<file path="src/rtl/mips_mc_pkg.sv">
// Shared types and constants for the multicycle MIPS control unit.
// State encoding, opcode constants, the datapath-select encodings and the
// control-word struct handed from the output decoder to the top.
package mips_mc_pkg;

  typedef enum logic [3:0] {
    FETCH  = 4'd0,
    DECODE = 4'd1,
    MEMADR = 4'd2,
    MEMRD  = 4'd3,
    MEMWB  = 4'd4,
    MEMWR  = 4'd5,
    EXEC   = 4'd6,
    ALUWB  = 4'd7,
    BRANCH = 4'd8,
    JUMP   = 4'd9,
    ADDIEX = 4'd10,
    ADDIWB = 4'd11
  } state_e;

  localparam logic [5:0] OP_R    = 6'b000000;
  localparam logic [5:0] OP_LW   = 6'b100011;
  localparam logic [5:0] OP_SW   = 6'b101011;
  localparam logic [5:0] OP_BEQ  = 6'b000100;
  localparam logic [5:0] OP_J    = 6'b000010;
  localparam logic [5:0] OP_ADDI = 6'b001000;

  typedef enum logic [1:0] {
    ALU_ADD   = 2'b00,
    ALU_SUB   = 2'b01,
    ALU_FUNCT = 2'b10
  } alu_op_e;

  typedef enum logic [1:0] {
    SRCB_REG     = 2'b00,
    SRCB_FOUR    = 2'b01,
    SRCB_IMM     = 2'b10,
    SRCB_IMM_SH2 = 2'b11
  } alu_src_b_e;

  typedef enum logic [1:0] {
    PC_ALU    = 2'b00,
    PC_ALUOUT = 2'b01,
    PC_JUMP   = 2'b10
  } pc_src_e;

  typedef struct packed {
    logic       pc_en;
    logic       ir_write;
    logic       iord;
    logic       mem_read;
    logic       mem_write;
    logic       reg_write;
    logic       reg_dst;
    logic       mem_to_reg;
    logic       alu_src_a;
    alu_src_b_e alu_src_b;
    alu_op_e    alu_op;
    pc_src_e    pc_src;
  } ctrl_t;

  // States that own the memory port and therefore wait on mem_ready.
  function automatic logic is_wait_state(input state_e s);
    return (s == FETCH) || (s == MEMRD) || (s == MEMWR);
  endfunction

  function automatic logic op_is_legal(input logic [5:0] op);
    return (op == OP_R) || (op == OP_LW) || (op == OP_SW) ||
           (op == OP_BEQ) || (op == OP_J) || (op == OP_ADDI);
  endfunction

endpackage

</file>
<file path="src/rtl/mips_mc_control_outdec.sv">
// Combinational state -> control-word decode for the multicycle MIPS
// control unit. Pure Moore decode apart from pc_en/ir_write, which follow
// mem_ready in FETCH and zero in BRANCH.
module mips_mc_outdec
  import mips_mc_pkg::*;
(
  input  state_e state_i,
  input  logic   zero_i,
  input  logic   mem_ready_i,
  output ctrl_t  ctrl_o
);

  // Decode the datapath control word for the current state.
  always_comb begin
    // NOTE: every field gets a default before the case so no path can leave a latch.
    ctrl_o = '0;
    case (state_i)
      FETCH: begin
        ctrl_o.mem_read  = 1'b1;
        ctrl_o.alu_src_b = SRCB_FOUR;
        ctrl_o.ir_write  = mem_ready_i;
        ctrl_o.pc_en     = mem_ready_i;
      end
      DECODE: begin
        ctrl_o.alu_src_b = SRCB_IMM_SH2;
      end
      MEMADR, ADDIEX: begin
        ctrl_o.alu_src_a = 1'b1;
        ctrl_o.alu_src_b = SRCB_IMM;
      end
      MEMRD: begin
        ctrl_o.iord     = 1'b1;
        ctrl_o.mem_read = 1'b1;
      end
      MEMWB: begin
        ctrl_o.mem_to_reg = 1'b1;
        ctrl_o.reg_write  = 1'b1;
      end
      MEMWR: begin
        ctrl_o.iord      = 1'b1;
        ctrl_o.mem_write = 1'b1;
      end
      EXEC: begin
        ctrl_o.alu_src_a = 1'b1;
        ctrl_o.alu_op    = ALU_FUNCT;
      end
      ALUWB: begin
        ctrl_o.reg_dst   = 1'b1;
        ctrl_o.reg_write = 1'b1;
      end
      BRANCH: begin
        ctrl_o.alu_src_a = 1'b1;
        ctrl_o.alu_op    = ALU_SUB;
        ctrl_o.pc_src    = PC_ALUOUT;
        ctrl_o.pc_en     = zero_i;
      end
      JUMP: begin
        ctrl_o.pc_src = PC_JUMP;
        ctrl_o.pc_en  = 1'b1;
      end
      ADDIWB: begin
        ctrl_o.reg_write = 1'b1;
      end
      default: ;
    endcase
  end

endmodule

</file>
<file path="src/rtl/mips_mc_control.sv">
// Multicycle MIPS control unit: sequences FETCH/DECODE/execute states over a
// single shared memory port, stalling on mem_ready with an optional
// wait timeout (WAIT_TIMEOUT > 0).
// Optional feature macro: MC_PERF_EN adds cycle_cnt/instr_cnt counters.
module mips_mc_control
  import mips_mc_pkg::*;
#(
`ifdef MC_PERF_EN
  parameter int PERF_W       = 32,
`endif
  parameter int WAIT_TIMEOUT = 0
) (
  input  logic              clk,
  input  logic              nrst,
  input  logic [5:0]        opcode,
  input  logic              zero,
  input  logic              mem_ready,
  output logic              pc_en,
  output logic              ir_write,
  output logic              iord,
  output logic              mem_read,
  output logic              mem_write,
  output logic              reg_write,
  output logic              reg_dst,
  output logic              mem_to_reg,
  output logic              alu_src_a,
  output logic [1:0]        alu_src_b,
  output logic [1:0]        alu_op,
  output logic [1:0]        pc_src,
  output logic              illegal_op,
  output logic              mem_timeout,
`ifdef MC_PERF_EN
  output logic [PERF_W-1:0] cycle_cnt,
  output logic [PERF_W-1:0] instr_cnt,
`endif
  output logic [3:0]        state_o
);

  localparam int CNT_W = (WAIT_TIMEOUT > 0) ? $clog2(WAIT_TIMEOUT + 1) : 1;

  state_e           state_q, state_d;
  logic [CNT_W-1:0] wait_cnt_q, wait_cnt_d;
  logic             stall;
  logic             timeout;
  logic             illegal;
  ctrl_t            dec_ctrl;
  ctrl_t            ctrl;

  // A stall is a memory-owning state whose access has not completed yet;
  // the timeout fires on the wait cycle that brings the count to WAIT_TIMEOUT.
  assign stall   = is_wait_state(state_q) && !mem_ready;
  assign timeout = (WAIT_TIMEOUT > 0) && stall &&
                   ((int'(wait_cnt_q) + 1) >= WAIT_TIMEOUT);
  assign illegal = (state_q == DECODE) && !op_is_legal(opcode);

  // Wait counter: counts consecutive stall cycles, saturating, and clears
  // whenever the state moves on (including the abort to FETCH).
  always_comb begin
    wait_cnt_d = '0;
    if (stall && !timeout) begin
      if (int'(wait_cnt_q) < WAIT_TIMEOUT) wait_cnt_d = wait_cnt_q + CNT_W'(1);
      else                                 wait_cnt_d = wait_cnt_q;
    end
  end

  // State and wait-counter registers with synchronous active-high reset.
  always_ff @(posedge clk) begin
    // NOTE: non-blocking so every register samples pre-edge values, independent of block order.
    if (nrst) begin
      state_q    <= FETCH;
      wait_cnt_q <= '0;
    end else begin
      state_q    <= state_d;
      wait_cnt_q <= wait_cnt_d;
    end
  end

  // Next-state logic: opcode dispatch in DECODE, handshake holds, timeout abort.
  always_comb begin
    state_d = state_q;
    case (state_q)
      FETCH:  if (mem_ready) state_d = DECODE;
      DECODE: begin
        case (opcode)
          OP_R:         state_d = EXEC;
          OP_LW, OP_SW: state_d = MEMADR;
          OP_BEQ:       state_d = BRANCH;
          OP_J:         state_d = JUMP;
          OP_ADDI:      state_d = ADDIEX;
          default:      state_d = FETCH;
        endcase
      end
      MEMADR: state_d = (opcode == OP_SW) ? MEMWR : MEMRD;
      MEMRD:  if (mem_ready) state_d = MEMWB;
      MEMWR:  if (mem_ready) state_d = FETCH;
      EXEC:   state_d = ALUWB;
      ADDIEX: state_d = ADDIWB;
      MEMWB, ALUWB, BRANCH, JUMP, ADDIWB: state_d = FETCH;
      default: state_d = FETCH;
    endcase
    if (timeout) state_d = FETCH;
  end

  mips_mc_outdec u_outdec (
    .state_i     (state_q),
    .zero_i      (zero),
    .mem_ready_i (mem_ready),
    .ctrl_o      (dec_ctrl)
  );

  // Output logic: decoded control word, forced to all-zero while in reset.
  always_comb begin
    ctrl        = dec_ctrl;
    illegal_op  = illegal;
    mem_timeout = timeout;
    if (nrst) begin
      ctrl        = '0;
      illegal_op  = 1'b0;
      mem_timeout = 1'b0;
    end
  end

  assign pc_en      = ctrl.pc_en;
  assign ir_write   = ctrl.ir_write;
  assign iord       = ctrl.iord;
  assign mem_read   = ctrl.mem_read;
  assign mem_write  = ctrl.mem_write;
  assign reg_write  = ctrl.reg_write;
  assign reg_dst    = ctrl.reg_dst;
  assign mem_to_reg = ctrl.mem_to_reg;
  assign alu_src_a  = ctrl.alu_src_a;
  assign alu_src_b  = ctrl.alu_src_b;
  assign alu_op     = ctrl.alu_op;
  assign pc_src     = ctrl.pc_src;
  assign state_o    = state_q;

`ifdef MC_PERF_EN
  logic [PERF_W-1:0] cycle_cnt_q;
  logic [PERF_W-1:0] instr_cnt_q;

  // Performance counters: every running cycle, and every instruction that
  // retires back into FETCH (aborted and illegal instructions excluded).
  always_ff @(posedge clk) begin
    if (nrst) begin
      cycle_cnt_q <= '0;
      instr_cnt_q <= '0;
    end else begin
      cycle_cnt_q <= cycle_cnt_q + PERF_W'(1);
      if ((state_d == FETCH) && (state_q != FETCH) && !illegal && !timeout)
        instr_cnt_q <= instr_cnt_q + PERF_W'(1);
    end
  end

  assign cycle_cnt = cycle_cnt_q;
  assign instr_cnt = instr_cnt_q;
`endif

endmodule
</file>
<file path="config.mk">
export PLATFORM = sky130hd
export DESIGN_NAME = mips_mc_control
export DESIGN_NICKNAME = d
export VERILOG_FILES = /design/src/rtl/mips_mc_pkg.sv /design/src/rtl/mips_mc_control_outdec.sv /design/src/rtl/mips_mc_control.sv
export SDC_FILE = /design/constraint.sdc
export NUM_CORES = 1
export LEC_CHECK = 0
export CAP_MARGIN = 20
export CORE_AREA = 2 2 50 52
export DETAILED_ROUTE_END_ITERATION = 8
export DIE_AREA = 0 0 52 54
export GPL_TIMING_DRIVEN = 0
export HOLD_SLACK_MARGIN = 0.15
export PLACE_DENSITY = 0.6
export SLEW_MARGIN = 40
export SYNTH_ARGS = -nofsm -noshare
export SYNTH_HDL_FRONTEND = slang
export SYNTH_HIERARCHICAL = 1
export SYNTH_SLANG_ARGS = --single-unit
</file>
<file path="constraint.sdc">
create_clock -name clk -period 4.3 [get_ports clk]
set_input_delay 0.86 -clock clk [delete_from_list [all_inputs] [get_ports clk]]
set_output_delay 0.86 -clock clk [all_outputs]
set_load 0.01 [all_outputs]
</file>
; ---- After elaboration in Yosys (flattened, before gate mapping)
; Index checks and enable logic that the tools add are counted.
[totals]
ff_bits = 4
latch_bits = 0
ramBits = 0
rom_bits = 0
out_inout_bits = 21
n_memories = 0
[op_classes]
add_sub_neg = 0
multipliers = 0
div_mod_pow = 0
order_cmp = 0
eq_ne = 19
n_shift = 0
n_mux = 20
bitwise_logic = 0
reduce_logical = 16
[ops]
columns = op, count
row1 = 4-bit case mux with 7 select lines, 1
row2 = 4-bit case mux with 5 select lines, 1
row3 = "4-bit by 3-bit equality test with 1-bit output, second input constant", 4
row4 = "4-bit equality test, second input constant", 4
row5 = 15-bit two-way mux, 1
row6 = "6-bit equality test, second input constant", 2
row7 = 4-bit two-way mux, 3
row8 = 1-bit two-way mux, 9
row9 = "4-bit by 2-bit equality test with 1-bit output, second input constant", 2
row10 = 2-bit case mux with 2 select lines, 2
row11 = 2-bit OR reduction, 4
row12 = "6-bit by 2-bit equality test with 1-bit output, second input constant", 1
row13 = "6-bit by 3-bit equality test with 1-bit output, second input constant", 1
row14 = "6-bit by 4-bit equality test with 1-bit output, second input constant", 1
row15 = 6-bit logical NOT, 1
row16 = "2-bit != test, second input constant", 3
row17 = 2-bit case mux with 3 select lines, 1
row18 = 1-bit logical OR, 5
row19 = "4-bit by 1-bit equality test with 1-bit output, second input constant", 1
row20 = 4-bit logical NOT, 1
row21 = 4-bit OR reduction, 1
row22 = 3-bit two-way mux, 1
row23 = 1-bit case mux with 3 select lines, 1
row24 = 3-bit AND reduction, 1
row25 = other kinds (3), 3

; ---- Logic depth before layout (Yosys ltp)
; Gate-level depths: netlist (run 1).
[logic_depth]
depth_word = 9
depth_mapped = 5
depth_no_buf = 4

; ---- Hierarchy
; The synthesis (run 1) kept the hierarchy.
[by_module_without_submodules]
columns = mod, instances, cells_each, area_each_um2, seq_area_each_um2
row1 = mips_mc_control, 1, 68, 483.0, 80.1
row2 = mips_mc_outdec, 1, 31, 197.7, 0.0

; ---- Worst setup path after synthesis (run 1)
; No wires, ideal clock.
[synth_timing]
path_kind = input to output
from = input opcode[2]
to = output illegal_op
arrival_time_ns = 1.601
t_required_ns = 3.440
setup_slack_ns = 1.839
stages = 4
path_buffers = 0
cell_sequence = xor2_1 -> o211ai_1 -> nand2_1 -> nor4_1
[synth_via]
elab_chain_len = 9
elab_cells_between_ends = 14
cone_classes = eq/ne: 5 / mux: 1 / reduce/logical: 8
[synth_lines]
columns = item, line_no
row1 = "start, declared", mips_mc_control.sv:15  ; input logic [5:0] opcode,
row2 = 6-bit equality test or 6-bit logical NOT (tied branches), mips_mc_pkg.sv:68  ; return (op == OP_R) || (op == OP_LW) || (op == OP_SW) ||
row3 = 1-bit logical OR (3 in a row), mips_mc_pkg.sv:68
row4 = 1-bit logical OR, mips_mc_pkg.sv:69  ; (op == OP_BEQ) || (op == OP_J) || (op == OP_ADDI);
row5 = 1-bit logical OR *, mips_mc_pkg.sv:69
row6 = 1-bit logical NOT *, mips_mc_control.sv:54  ; assign illegal = (state_q == DECODE) && !op_is_legal(opcode);
row7 = 1-bit logical AND *, mips_mc_control.sv:54
row8 = 1-bit two-way mux *, mips_mc_control.sv:116  ; if (nrst) begin
row9 = "end, declared", mips_mc_control.sv:30  ; output logic illegal_op,
; Mark *: on every way between the ends. The rest lies on a longest branch, timed or not.

==> results of run 1 <==
critical path, stage by stage:
cell	delay (ps)
clkdlybuf4s50_1	540
or3b_1	360
a211oi_1	200
nor2b_1	150
clkdlybuf4s50_1	540
routing by layer:
metal / global-route usage / vias up
met4: 0.0132 / 0
met2: 0.251 / 30
met5: 0 / -
li1: - / 423
met1: 0.141 / 345
met3: 0.0444 / 0
report_power, final:
part | leakage, uW | internal [uW] | switching (uW)
clock network | 0.0000138 | 31.2 | 15.3
registers | 0.0000325 | 38.7 | 3.09
logic | 0.000313 | 37.7 | 30.4
kinds of logic (layout without fill, tap and decap cells):
family,after synthesis,in the layout,share of synthesized area
simple gates,59,59,0.517
compound gates,20,20,0.206
buf+inv,11,43,0.0992
flops,4,4,0.118
xor+xnor,3,3,0.0386
fa+ha+maj,1,1,0.0165
other cells,1,1,0.00551
final cells by class:
| type | instances | area [sq um] | share of cell area |
|---|---|---|---|
| Multi-Input combinational cell | 84 | 533 | 0.517 |
| Timing Repair Buffer | 29 | 290 | 0.282 |
| Sequential cell | 4 | 80.1 | 0.0777 |
| Buffer | 10 | 63.8 | 0.0619 |
| Tap cell | 30 | 37.5 | 0.0364 |
| Clock buffer | 3 | 22.5 | 0.0218 |
| Inverter | 1 | 3.75 | 0.00364 |
placed cells by master (no fill, tap or decap), types with 2 or more instances in the layout:
master	synthesis	final
clkdlybuf4s50_1	0	29
nor2_1	5	5
dfxtp_1	4	4
a21oi_1	5	5
buf_2	3	3
o21ai_0	2	2
nor4_1	2	2
nor2b_1	15	15
clkbuf_1	3	3
o211ai_1	2	2
nor3b_1	3	3
or3b_1	2	2
o22ai_1	2	2
nand2_1	5	5
xor2_1	2	2
a211o_2	2	2
buf_4	2	2
nand2b_1	7	7
clkbuf_4	0	3
nor3_1	12	12
buf_6	2	2
worst max path at each step:
stage	to	slack, ps
6_report	pc_en	780
5_1_grt	pc_en	690
4_1_cts	pc_en	780
3_5_place_dp	pc_en	790
3_3_place_gp	pc_en	790
2_1_floorplan	illegal_op	1840
per-stage QoR:
step	utilization	cell area, sq um	setup WS [ps]
after CTS	0.444	1030	782
after detailed placement	0.435	1010	787
after global placement	0.435	1010	786
after floorplan	-	681	1840
after global routing	0.444	1030	689
final	0.444	1030	785
==> summary.md, run 1 <==
| Metric | Value |
|---|---|
| Largest area contributor in the netlist | nor2b_1 |
| PwrDens | 152 nW/um^2 |
| Antenna Nets Post-Route | 0 |
| Final period util | 0.818 |
| Sink Count | 4 |
| Num CTS Buffers | 3 |
| WL/cell | 11.2 um |
| RSZ-0062 raised after global routing | false |
| Cells after synthesis | 99 |
| First drt pass iteration count | 2 |
| Max reg flops | 4 |
| Final hold violations | 0 |
| PortBufs | 29 |
| Hold_sp | state_o[0] |
| Flops & latches, synth | 4 |
| Crit path time final | 3520 ps |
| Postcts setup bufs | 0 |
| Worst Setup End Kind | primary output |
| Final Total Pwr | 156 uW |
| Worst Hold Path EP | state_o[0] |
| Hold path cells | 3 |
| Die area | 2810 sq um |
| Core box area | 2320 sq um |
| Ratio of cells with drive above 1 in the final layout | 0.115 |
| Grt ovf | 0 |
| First-pass GRT wire length | 2.79 mm |
| HP Class | flop to flop |
| DIE HEIGHT | 54 um |
| Crit path launch | mem_ready |
| Mean Syn Cell Area | 6.88 sq um |
| Clock slew at reported path FFs | 40 ps |
| Largest vdd supply drop | 0.000206 V |
| Layout Area Growth over Synthesis | 51.5% |
| Detailed Route Iter0 Violations | 3 |
| Cells on worst reg2reg path | 4 |
| WL met3 | 127 um |
| DPL Wire Length | 1.44 mm |
| Post-cts gate resize count | 0 |
| Cell with the most instances after synthesis | nor2b_1 |
| Root buf cell | clkbuf_4 |
| Htree depth | 1 |
| Post-synth cell types | 38 |
| Post-synth EDFFs | 0 |
| Crit Path Class | input port to primary output |
| Synth top cells by count | 15 x nor2b_1, 12 x nor3_1, 7 x nand2b_1 |
| Initial antenna violation count | 0 |
| IO Count | 31 |
| Worst setup SP type | input port |
| Top_reg_cell synth | dfxtp_1 |
| Final setup skew | 0.266 ps |
| CTS Buffer Depth | 2 |
| FILL cells | 248 |
| Non-filler cells in the finished layout | 161 |
| Status | complete, no violations |
| GRT Overall Usage | 0.130 |
| Reg2Reg Capture Point | state_o[2] |
| Top Metal Used | met3 |
| Slew Limit Fails | 0 |
| Synth Cell Area | 681 sq um |
| Critical path fanouts, max | 5 |
| Worst-margin pin slew | 528 ps |
| Cell Rows | 18 |
| Fin Setup TNS | 0 ps |
| Nets | 143 |
| Arrival time worst endpoint | 2660 ps |
| # setup viols final | 0 |
| Placed cells | 158 |
| Asr flop ratio synth | 0 |
| Residual DRC count | 0 |
| Metal-1 WL | 781 um |
| Top-area cell type share of the netlist area | 0.138 |
| Vias in the first global route | 653 |
| Routed wire length | 1.80 mm |
| Initial core utilization | 0.293 |
| Antenna cells | 0 |
| R2R setup slack | 2460 ps |
| Worst hold margin | 686 ps |
| Leak | 0.000359 uW |
| Register area share after synthesis | 0.118 |
| Met2 wire len | 895 um |
| Clock Latency Late Sink | 230 ps |
| R2R Path Start | state_o[1] |
| Total number of vias | 798 |
| Max-Cap Viols | 0 |
| Die X-Extent | 52 um |
| Fmax | 284 MHz |
| Yosys warnings | 6 |
| Post-Synthesis Net Count | 109 |
| Ranking of synthesized cells by area | nor2b_1 14%, dfxtp_1 12%, nor3_1 8.8% |
| TritonCTS clock tree | done |
| Via/cell ratio | 4.96 |
| CTS Hold Buffers Added | 0 |
| Worst Path Required | 3440 ps |
| Relative slew margins | 0.647 |
| Pin count of the biggest net entering global routing | 15 |
| Routability cong. | 0.772 |
Power figures use the tool's default switching activity.
==> inputs of run 2 (changes only) <==
--- a/config.mk
+++ b/config.mk
@@ -11,7 +11,7 @@
 export DIE_AREA = 0 0 52 54
 export GPL_TIMING_DRIVEN = 0
 export HOLD_SLACK_MARGIN = 0.15
-export PLACE_DENSITY = 0.6
+export PLACE_DENSITY = 0.63
 export SLEW_MARGIN = 40
 export SYNTH_ARGS = -nofsm -noshare
 export SYNTH_HDL_FRONTEND = slang
==> constraint.sdc (replaced) <==
create_clock -name clk -period 3.2 [get_ports clk]
set_input_delay 0.64 -clock clk [delete_from_list [all_inputs] [get_ports clk]]
set_output_delay 0.64 -clock clk [all_outputs]
set_load 0.01 [all_outputs]
==> summary.md, run 2 (synthesis gave the netlist of run 1 again) <==
| Metric | Value |
|---|---|
| Status | complete, no violations |
| Htree depth | 1 |
| Total number of vias | 789 |
| Crit Path Class | input port to primary output |
| DPL Wire Length | 1.41 mm |
| Fin Setup TNS | 0 ps |
| Residual DRC count | 0 |
| Max reg flops | 4 |
| Routed wire length | 1.77 mm |
| Num CTS Buffers | 3 |
| Core box area | 2320 sq um |
| Placed cells | 158 |
| Ratio of cells with drive above 1 in the final layout | 0.115 |
| HP Class | flop to flop |
| R2R Path Start | state_o[1] |
| Non-filler cells in the finished layout | 161 |
| Cells on worst reg2reg path | 4 |
| Hold_sp | state_o[0] |
| Worst Hold Path EP | state_o[0] |
| Routability cong. | 0.751 |
| Postcts setup bufs | 0 |
| Antenna cells | 0 |
| Nets | 143 |
| Grt met2 use | 0.259 |
| Largest vdd supply drop | 0.000157 V |
| Cell Rows | 18 |
| Vias in the first global route | 668 |
| Arrival time worst endpoint | 2430 ps |
| Hold path cells | 3 |
| Worst-margin pin slew | 541 ps |
| Pin count of the biggest net entering global routing | 15 |
| Initial core utilization | 0.293 |
| Crit path time final | 3070 ps |
| R2R setup slack | 1350 ps |
| Clock slew at reported path FFs | 40 ps |
| Detailed Route Iter0 Violations | 9 |
| Final period util | 0.961 |
| First drt pass iteration count | 4 |
| PwrDens | 201 nW/um^2 |
| # setup viols final | 0 |
| Met1 usage | 0.127 |
| DIE HEIGHT | 54 um |
| IO Count | 31 |
| Critical path fanouts, max | 5 |
| Relative slew margins | 0.639 |
| Fmax | 325 MHz |
| Busiest grt layer | met2 |
| PortBufs | 29 |
| Grt ovf | 0 |
| Initial antenna violation count | 0 |
| Reg2Reg Capture Point | state_o[2] |
| Worst setup SP type | input port |
| Worst Setup End Kind | primary output |
| M3 GR Usage | 0.0306 |
| Max-Cap Viols | 0 |
| First-pass GRT wire length | 2.73 mm |
| WL/cell | 11.0 um |
| Via/cell ratio | 4.90 |
| Most common cell after layout, fill and taps aside | clkdlybuf4s50_1 |
| Root buf cell | clkbuf_4 |
| Worst Path Required | 2560 ps |
| GRT Overall Usage | 0.126 |
| Leak | 0.000376 uW |
| Final hold violations | 0 |
| CTS Buffer Depth | 2 |
| Sink Count | 4 |
| Die area | 2810 sq um |
| Clock Latency Late Sink | 230 ps |
| FILL cells | 261 |
| Die X-Extent | 52 um |
| Layout Area Growth over Synthesis | 51.8% |
| TritonCTS clock tree | done |
| RSZ-0062 raised after global routing | false |
| Antenna Nets Post-Route | 0 |
| Slew Limit Fails | 0 |
| Final setup skew | 2.86 ps |
| Commonest non-fill, non-tap cells in the layout | 28 x clkdlybuf4s50_1, 15 x nor2b_1, 12 x nor3_1 |
| Final Util | 0.446 |
-- run 2: per-stage QoR --
step / area [sq um] / hold WS [ps] / worst slack [ps] / power (uW)
finish: 1030 / 679 / 125 / 207
global route: 1030 / 761 / 6.82 / 223
CTS: 1030 / 676 / 117 / 211
detailed placement: 1010 / 671 / 121 / 149
global placement: 1010 / 668 / 122 / 148
floorplan: 681 / 648 / 1180 / 110
-- run 2: worst max path at each step --
stage / startpoint / cells after the start / slack (ps) / to
after global routing: mem_ready / 5 / 7 / pc_en
after floorplan: opcode[2] / 4 / 1180 / illegal_op
after detailed placement: mem_ready / 5 / 120 / pc_en
final: mem_ready / 5 / 130 / pc_en
after CTS: mem_ready / 5 / 120 / pc_en
after global placement: mem_ready / 5 / 120 / pc_en
-- run 2: what timing repair did --
action | 4_1_cts | 5_1_grt
endpoints found under the setup margin | 0 | 1
hold buffers | 0 | 0
gates resized for setup | 0 | 1
-- run 2: cell type report --
cell class,count,area (sq um),share of cell area
clock buffer,3,22.5,0.0218
multi-input combinational,84,533,0.516
timing repair buffer,29,293,0.283
sequential,4,80.1,0.0775
tap,30,37.5,0.0363
inverter,1,3.75,0.00363
buffer,10,63.8,0.0617
-- run 2: report_power, final --
part	internal (uW)	switching, uW	total (uW)
sequential	52.1	4.07	56.2
combinational	50.5	41.0	91.4
clock	41.8	18.1	59.9
total	144	63.1	207
-- run 2: critical path: stages --
cell	delay, ps
clkdlybuf4s50_1	550
or3b_1	360
a211oi_1	190
nor2b_1	150
clkdlybuf4s50_1	540
-- run 2: metal layers --
layer / vias up / wire length [um]
met2: 31 / 885
met1: 336 / 746
met3: 0 / 140
li1: 422 / -
met5: - / 0
met4: 0 / 0
==> inputs of run 3 (changes only) <==
--- a/config.mk
+++ b/config.mk
@@ -6,12 +6,15 @@
 export NUM_CORES = 1
 export LEC_CHECK = 0
 export CAP_MARGIN = 20
-export CORE_AREA = 2 2 50 52
+export CELL_PAD_IN_SITES_DETAIL_PLACEMENT = 1
+export CELL_PAD_IN_SITES_GLOBAL_PLACEMENT = 1
+export CORE_AREA = 2 2 56 58
+export CTS_CLUSTER_DIAMETER = 200
 export DETAILED_ROUTE_END_ITERATION = 8
-export DIE_AREA = 0 0 52 54
+export DIE_AREA = 0 0 58 60
 export GPL_TIMING_DRIVEN = 0
 export HOLD_SLACK_MARGIN = 0.15
-export PLACE_DENSITY = 0.63
+export PLACE_DENSITY = 0.71
 export SLEW_MARGIN = 40
 export SYNTH_ARGS = -nofsm -noshare
 export SYNTH_HDL_FRONTEND = slang
==> summary.md, run 3 (synthesis gave the netlist of run 1 again) <==
| Metric | Value |
|---|---|
| IO Count | 31 |
| Core box area | 2900 sq um |
| Grt ovf | 0 |
| WL/cell | 12.5 um |
| Total number of vias | 816 |
| Layout Area Growth over Synthesis | 52.8% |
| Num CTS Buffers | 3 |
| Final Util | 0.358 |
| Critical-path top delay cell | dfxtp_1 |
| Worst setup SP type | flop |
| Vias in the first global route | 823 |
| Htree depth | 1 |
| Die area | 3480 sq um |
| Nets | 143 |
| Slew Limit Fails | 0 |
| Via/cell ratio | 4.98 |
| CP top delay family | buffers and inverters |
| Crit Path Class | flop to primary output |
| CTS Hold Buffers Added | 0 |
| Area of the multi-input gates | 533 sq um |
| Residual DRC count | 0 |
| Ratio of cells with drive above 1 in the final layout | 0.115 |
| Worst hold margin | 686 ps |
| Initial antenna violation count | 0 |
| Routability cong. | 0.707 |
| Most common cell after layout, fill and taps aside | clkdlybuf4s50_1 |
| Detailed Route Iter0 Violations | 16 |
| Final hold violations | 0 |
| Max reg flops | 4 |
| Final period util | 0.862 |
| GRT Overall Usage | 0.144 |
| Leak | 0.000385 uW |
| # setup viols final | 0 |
| Relative slew margins | 0.619 |
| Worst-margin pin slew | 571 ps |
| FF/Latch Area | 80.1 sq um |
| Critical path fanouts, max | 14 |
| Max-Cap Viols | 0 |
| Clock Latency Late Sink | 240 ps |
| Worst Setup End Kind | primary output |
| Critical path, cell by cell | buf_4 -> xnor2_1 -> nor3b_1 -> nor2b_1 -> clkdlybuf4s50_1 |
| Final setup skew | 7.23 ps |
| Worst Path Required | 2560 ps |
| Pin count of the biggest net entering global routing | 15 |
| Root buf cell | clkbuf_4 |
| DIE HEIGHT | 60 um |
| PortBufs | 29 |
| Fin Setup TNS | 0 ps |
| Antenna cells | 0 |
| Cell Rows | 20 |
| Die X-Extent | 58 um |
| DPL Wire Length | 1.66 mm |
| RSZ-0062 raised after global routing | false |
| FILL cells | 377 |
| HP Class | flop to flop |
| Arrival time worst endpoint | 2120 ps |
| Routed wire length | 2.06 mm |
| Sink Count | 4 |
| Crit path time final | 2760 ps |
| Largest vdd supply drop | 0.000106 V |
| First drt pass iteration count | 4 |
| CTS Buffer Depth | 2 |
| Status | complete, no violations |
| PwrDens | 206 nW/um^2 |
| TritonCTS clock tree | done |
| Antenna Nets Post-Route | 0 |
| Final Total Pwr | 214 uW |
| Commonest non-fill, non-tap cells in the layout | 27 x clkdlybuf4s50_1, 15 x nor2b_1, 12 x nor3_1 |
| First-pass GRT wire length | 3.82 mm |
| Clock slew at reported path FFs | 30 ps |
| Max incr delay on CP | 670 ps |
| Worst Path Buf+Inv | 2 |
| Initial core utilization | 0.234 |
| Fmax | 362 MHz |
-- run 3: changes by cell type in the layout (fill, tap and decap cells not counted), sizes merged --
cell / previous run / this run
clkdlybuf4s50: 28 / 27
dlymetal6s2s: 1 / 2
-- run 3: path summary, 6_finish.rpt --
check          endpoint  slack [ps]  cells after the start       start
min reg2reg  state_o[0]         690                      3  state_o[0]
max reg2reg  state_o[2]        1300                      4  state_o[1]
max                iord         440                      5  state_o[1]
min          state_o[0]         690                      3  state_o[0]
-- run 3: timing repair --
action                     CTS  global route
gates resized for setup      0             2
setup buffers                0             0
setup endpoints to repair    0             2
hold endpoints to repair     0             0
-- run 3: through the flow --
stage	instance area, sq um	setup slack, ps	std cells
after detailed placement	1010	90.7	161
after global placement	1010	87.6	161
final	1040	441	164
after floorplan	681	1180	99
after CTS	1030	86.2	164
after global routing	1040	231	164
-- run 3: report_power, final --
group / internal [uW] / switching [uW]
combinational: 50.3 / 41.9
clock: 42.1 / 23.6
sequential: 52.0 / 4.25
total: 145 / 69.7
-- run 3: routing by layer --
metal,GRT usage,part of all wire,up-vias,wire [um]
li1,-,-,418,-
met1,0.160,0.42,364,853
met2,0.261,0.50,32,1030
met3,0.0433,0.073,2,149
met4,0.0498,0.0092,0,19
met5,0,0,-,0
-- run 3: area by class of cell --
class,instances,share of cell area
repair buffers,29,0.284
inverters,1,0.00361
plain buffers,10,0.0614
multi-input cells,84,0.513
well taps,33,0.0397
clock buffers,3,0.0217
flip-flops and latches,4,0.0770
-- run 3: worst register-to-register path: stages (launching register included) --
cell and delay [ps]:
dfxtp_1 670, nand2b_4 120, maj3_2 340, or4_1 500, o22ai_1 190
==> variant (flow settings as in run 3) <==
Register the output `mem_timeout`, cleared by the reset; this adds one clock of latency there. The other outputs are not delayed to match.
--- a/src/rtl/mips_mc_control.sv
+++ b/src/rtl/mips_mc_control.sv
@@ -39,2 +39,4 @@
   localparam int CNT_W = (WAIT_TIMEOUT > 0) ? $clog2(WAIT_TIMEOUT + 1) : 1;
+
+  logic mem_timeout_d;
 
@@ -114,3 +116,3 @@
     illegal_op  = illegal;
-    mem_timeout = timeout;
+    mem_timeout_d = timeout;
     if (nrst) begin
@@ -118,3 +120,3 @@
       illegal_op  = 1'b0;
-      mem_timeout = 1'b0;
+      mem_timeout_d = 1'b0;
     end
@@ -157,2 +159,10 @@
 
+  always_ff @(posedge clk) begin
+    if (nrst) begin
+      mem_timeout <= '0;
+    end else begin
+      mem_timeout <= mem_timeout_d;
+    end
+  end
+
 endmodule
Formal check against the unedited RTL: equivalent (Yosys induction, for registers that start in step).
==> variant against run 3 <==
  * Design area down 1.1%
  * First-iteration DRC count decreased by 38%
  * Die area unchanged
  * Non-clock buffer count fell by 2
  * Wire length decreased by 3.6%
  * Synthesized area fell by 2.4%
  * Sequential cell count did not move
  * Worst hold slack worse by 0.060 ns
  * Total power shrank 3.8%
  * Combinational power shrank 7.3%
  * Count of clock-buffer cells in the layout is the same
  * Critical path type is now input port to output pin
  * Worst setup slack lost 0.38 ns
==> variant: results (changes against run 3) <==
INFO  metric outcome = finished, final reports clean (unchanged)
INFO  metric multi_input_cells = 82 (was 84)
INFO  metric fillers = 375 (was 377)
INFO  metric period_minus_slack = 3.14 ns (was 2.76 ns)
INFO  metric grt_util_met1 = 11.8% (was 16.0%)
INFO  metric maximum_number_of_pins_on_one_net_before_global_route_repair = 16 (was 15)
INFO  metric critical_path_peak_fanout = 3 (was 14)
INFO  metric finalNetCount = 138 (was 143)
INFO  metric post-dp-hpwl = 1620 um (was 1660 um)
INFO  metric detail_route.wl_per_cell = 12.5 um (about the same)
INFO  metric hold_path_end = state_o[3] (was state_o[0])
INFO  metric layout.non_clock_inverters = 0 (was 1)
INFO  metric signal_buffers = 37 (was 39)
INFO  metric seq-cell-share = 7.79% (was 7.70%)
INFO  metric drtIter0Drc = 10 (was 16)
INFO  metric hp-start = state_o[3] (was state_o[0])
INFO  metric layout.buffer.nonclock.area_share = 33.9% (was 34.5%)
INFO  metric dr_total_vias = 788 (was 816)
INFO  metric clkCellAreaFrac = 2.19% (was 2.17%)
INFO  metric instances_no_fill = 159 (was 164)
INFO  metric synthXorXnorAreaFrac = 5.27% (was 3.86%)
INFO  metric gp_routability_congestion = 0.667 (was 0.707)
INFO  metric finish.utilization = 35.4% (was 35.8%)
INFO  metric min_path_cells = 2 (was 3)
INFO  metric netlist_top_cells_area = sky130_fd_sc_hd__nor2b_1 (14%), sky130_fd_sc_hd__dfxtp_1 (12%), sky130_fd_sc_hd__nor3_1 (6.0%) (was sky130_fd_sc_hd__nor2b_1 (14%), sky130_fd_sc_hd__dfxtp_1 (12%), sky130_fd_sc_hd__nor3_1 (8.8%))
INFO  metric use_met2 = 24.8% (was 26.1%)
INFO  metric multi_input_area_share = 52.1% (was 51.3%)
INFO  metric grt_util_met3 = 2.81% (was 4.33%)
INFO  metric worst_ir_drop_vdd = 0.187 mV (was 0.106 mV)
INFO  metric global_route_wire_length_before_repair = 3280 um (was 3820 um)
INFO  metric synth_top_area_share = 14.1% (was 13.8%)
INFO  metric postSynthAreaPerCell = 7.07 um2 (was 6.88 um2)
INFO  metric seq_cell_count = 4 (unchanged)
INFO  metric placedInstanceArea = 996 um2 (was 0.00101 mm2)
INFO  metric post_synth_mux_area_share = 3.01% (was 0%)
INFO  metric grt_pass1_vias = 770 (was 823)
INFO  metric finalClockSkew = 0.00397 ns (was 0.00723 ns)
INFO  metric syn-instance-count = 94 (was 99)
-- variant: changes by cell type in the layout (fill, tap and decap cells not counted), sizes merged, moves of 2 or more --
cell,run 3,this run
nor3,12,8
a21oi,5,2
or2b,0,2
nand2,5,3
a211o,2,0
mux2i,0,2
nand2b,8,6
or2,0,2
o21ai,2,4
-- variant: how the worst max path moves through the flow --
stage / end / start
finish: illegal_op / nrst
global route: illegal_op / opcode[0]
CTS: pc_en / mem_ready
detailed placement: illegal_op / opcode[0]
global placement: pc_en / mem_ready
floorplan: illegal_op / nrst
-- variant: report_power, final --
part           switching (uW)  leakage, uW  total, uW  internal [uW]
Combinational            37.6     0.000312       85.5           47.9
Sequential               6.63    0.0000325       58.6           52.0
Clock                    20.0    0.0000138       62.0           41.9
Total                    64.3     0.000358        206            142
-- variant: cell families (layout without fill, tap and decap cells) --
kind of cell              count (synthesis)  count (layout)
xor gates and xnor gates                  4               4
DFF                                       4               4
other                                     1               1
and+or+nand+nor                          57              57
AOI/OAI and AO/OA                        18              18
buffers and inverters                     8              40
muxes                                     2               2
-- variant: through the flow --
step | hold slack, ns | total power [uW]
final | 0.626 | 206
after global placement | 0.615 | 143
after CTS | 0.627 | 212
after floorplan | 0.574 | 104
after global routing | 0.660 | 223
after detailed placement | 0.619 | 146
-- variant: worst register-to-register path, stage by stage, from the launching register on --
cell                       delay [ns]
sky130_fd_sc_hd__dfxtp_1         0.59
sky130_fd_sc_hd__nand2b_1        0.13
sky130_fd_sc_hd__or4_4           0.46
sky130_fd_sc_hd__o311ai_1        0.32
-- variant: metal layers --
metal | up-vias | wire length [um] | share of wire (%)
li1 | 401 | - | -
met1 | 353 | 817 | 41
met2 | 34 | 1030 | 52
met3 | 0 | 134 | 6.8
met4 | 0 | 0 | 0
met5 | - | 0 | 0
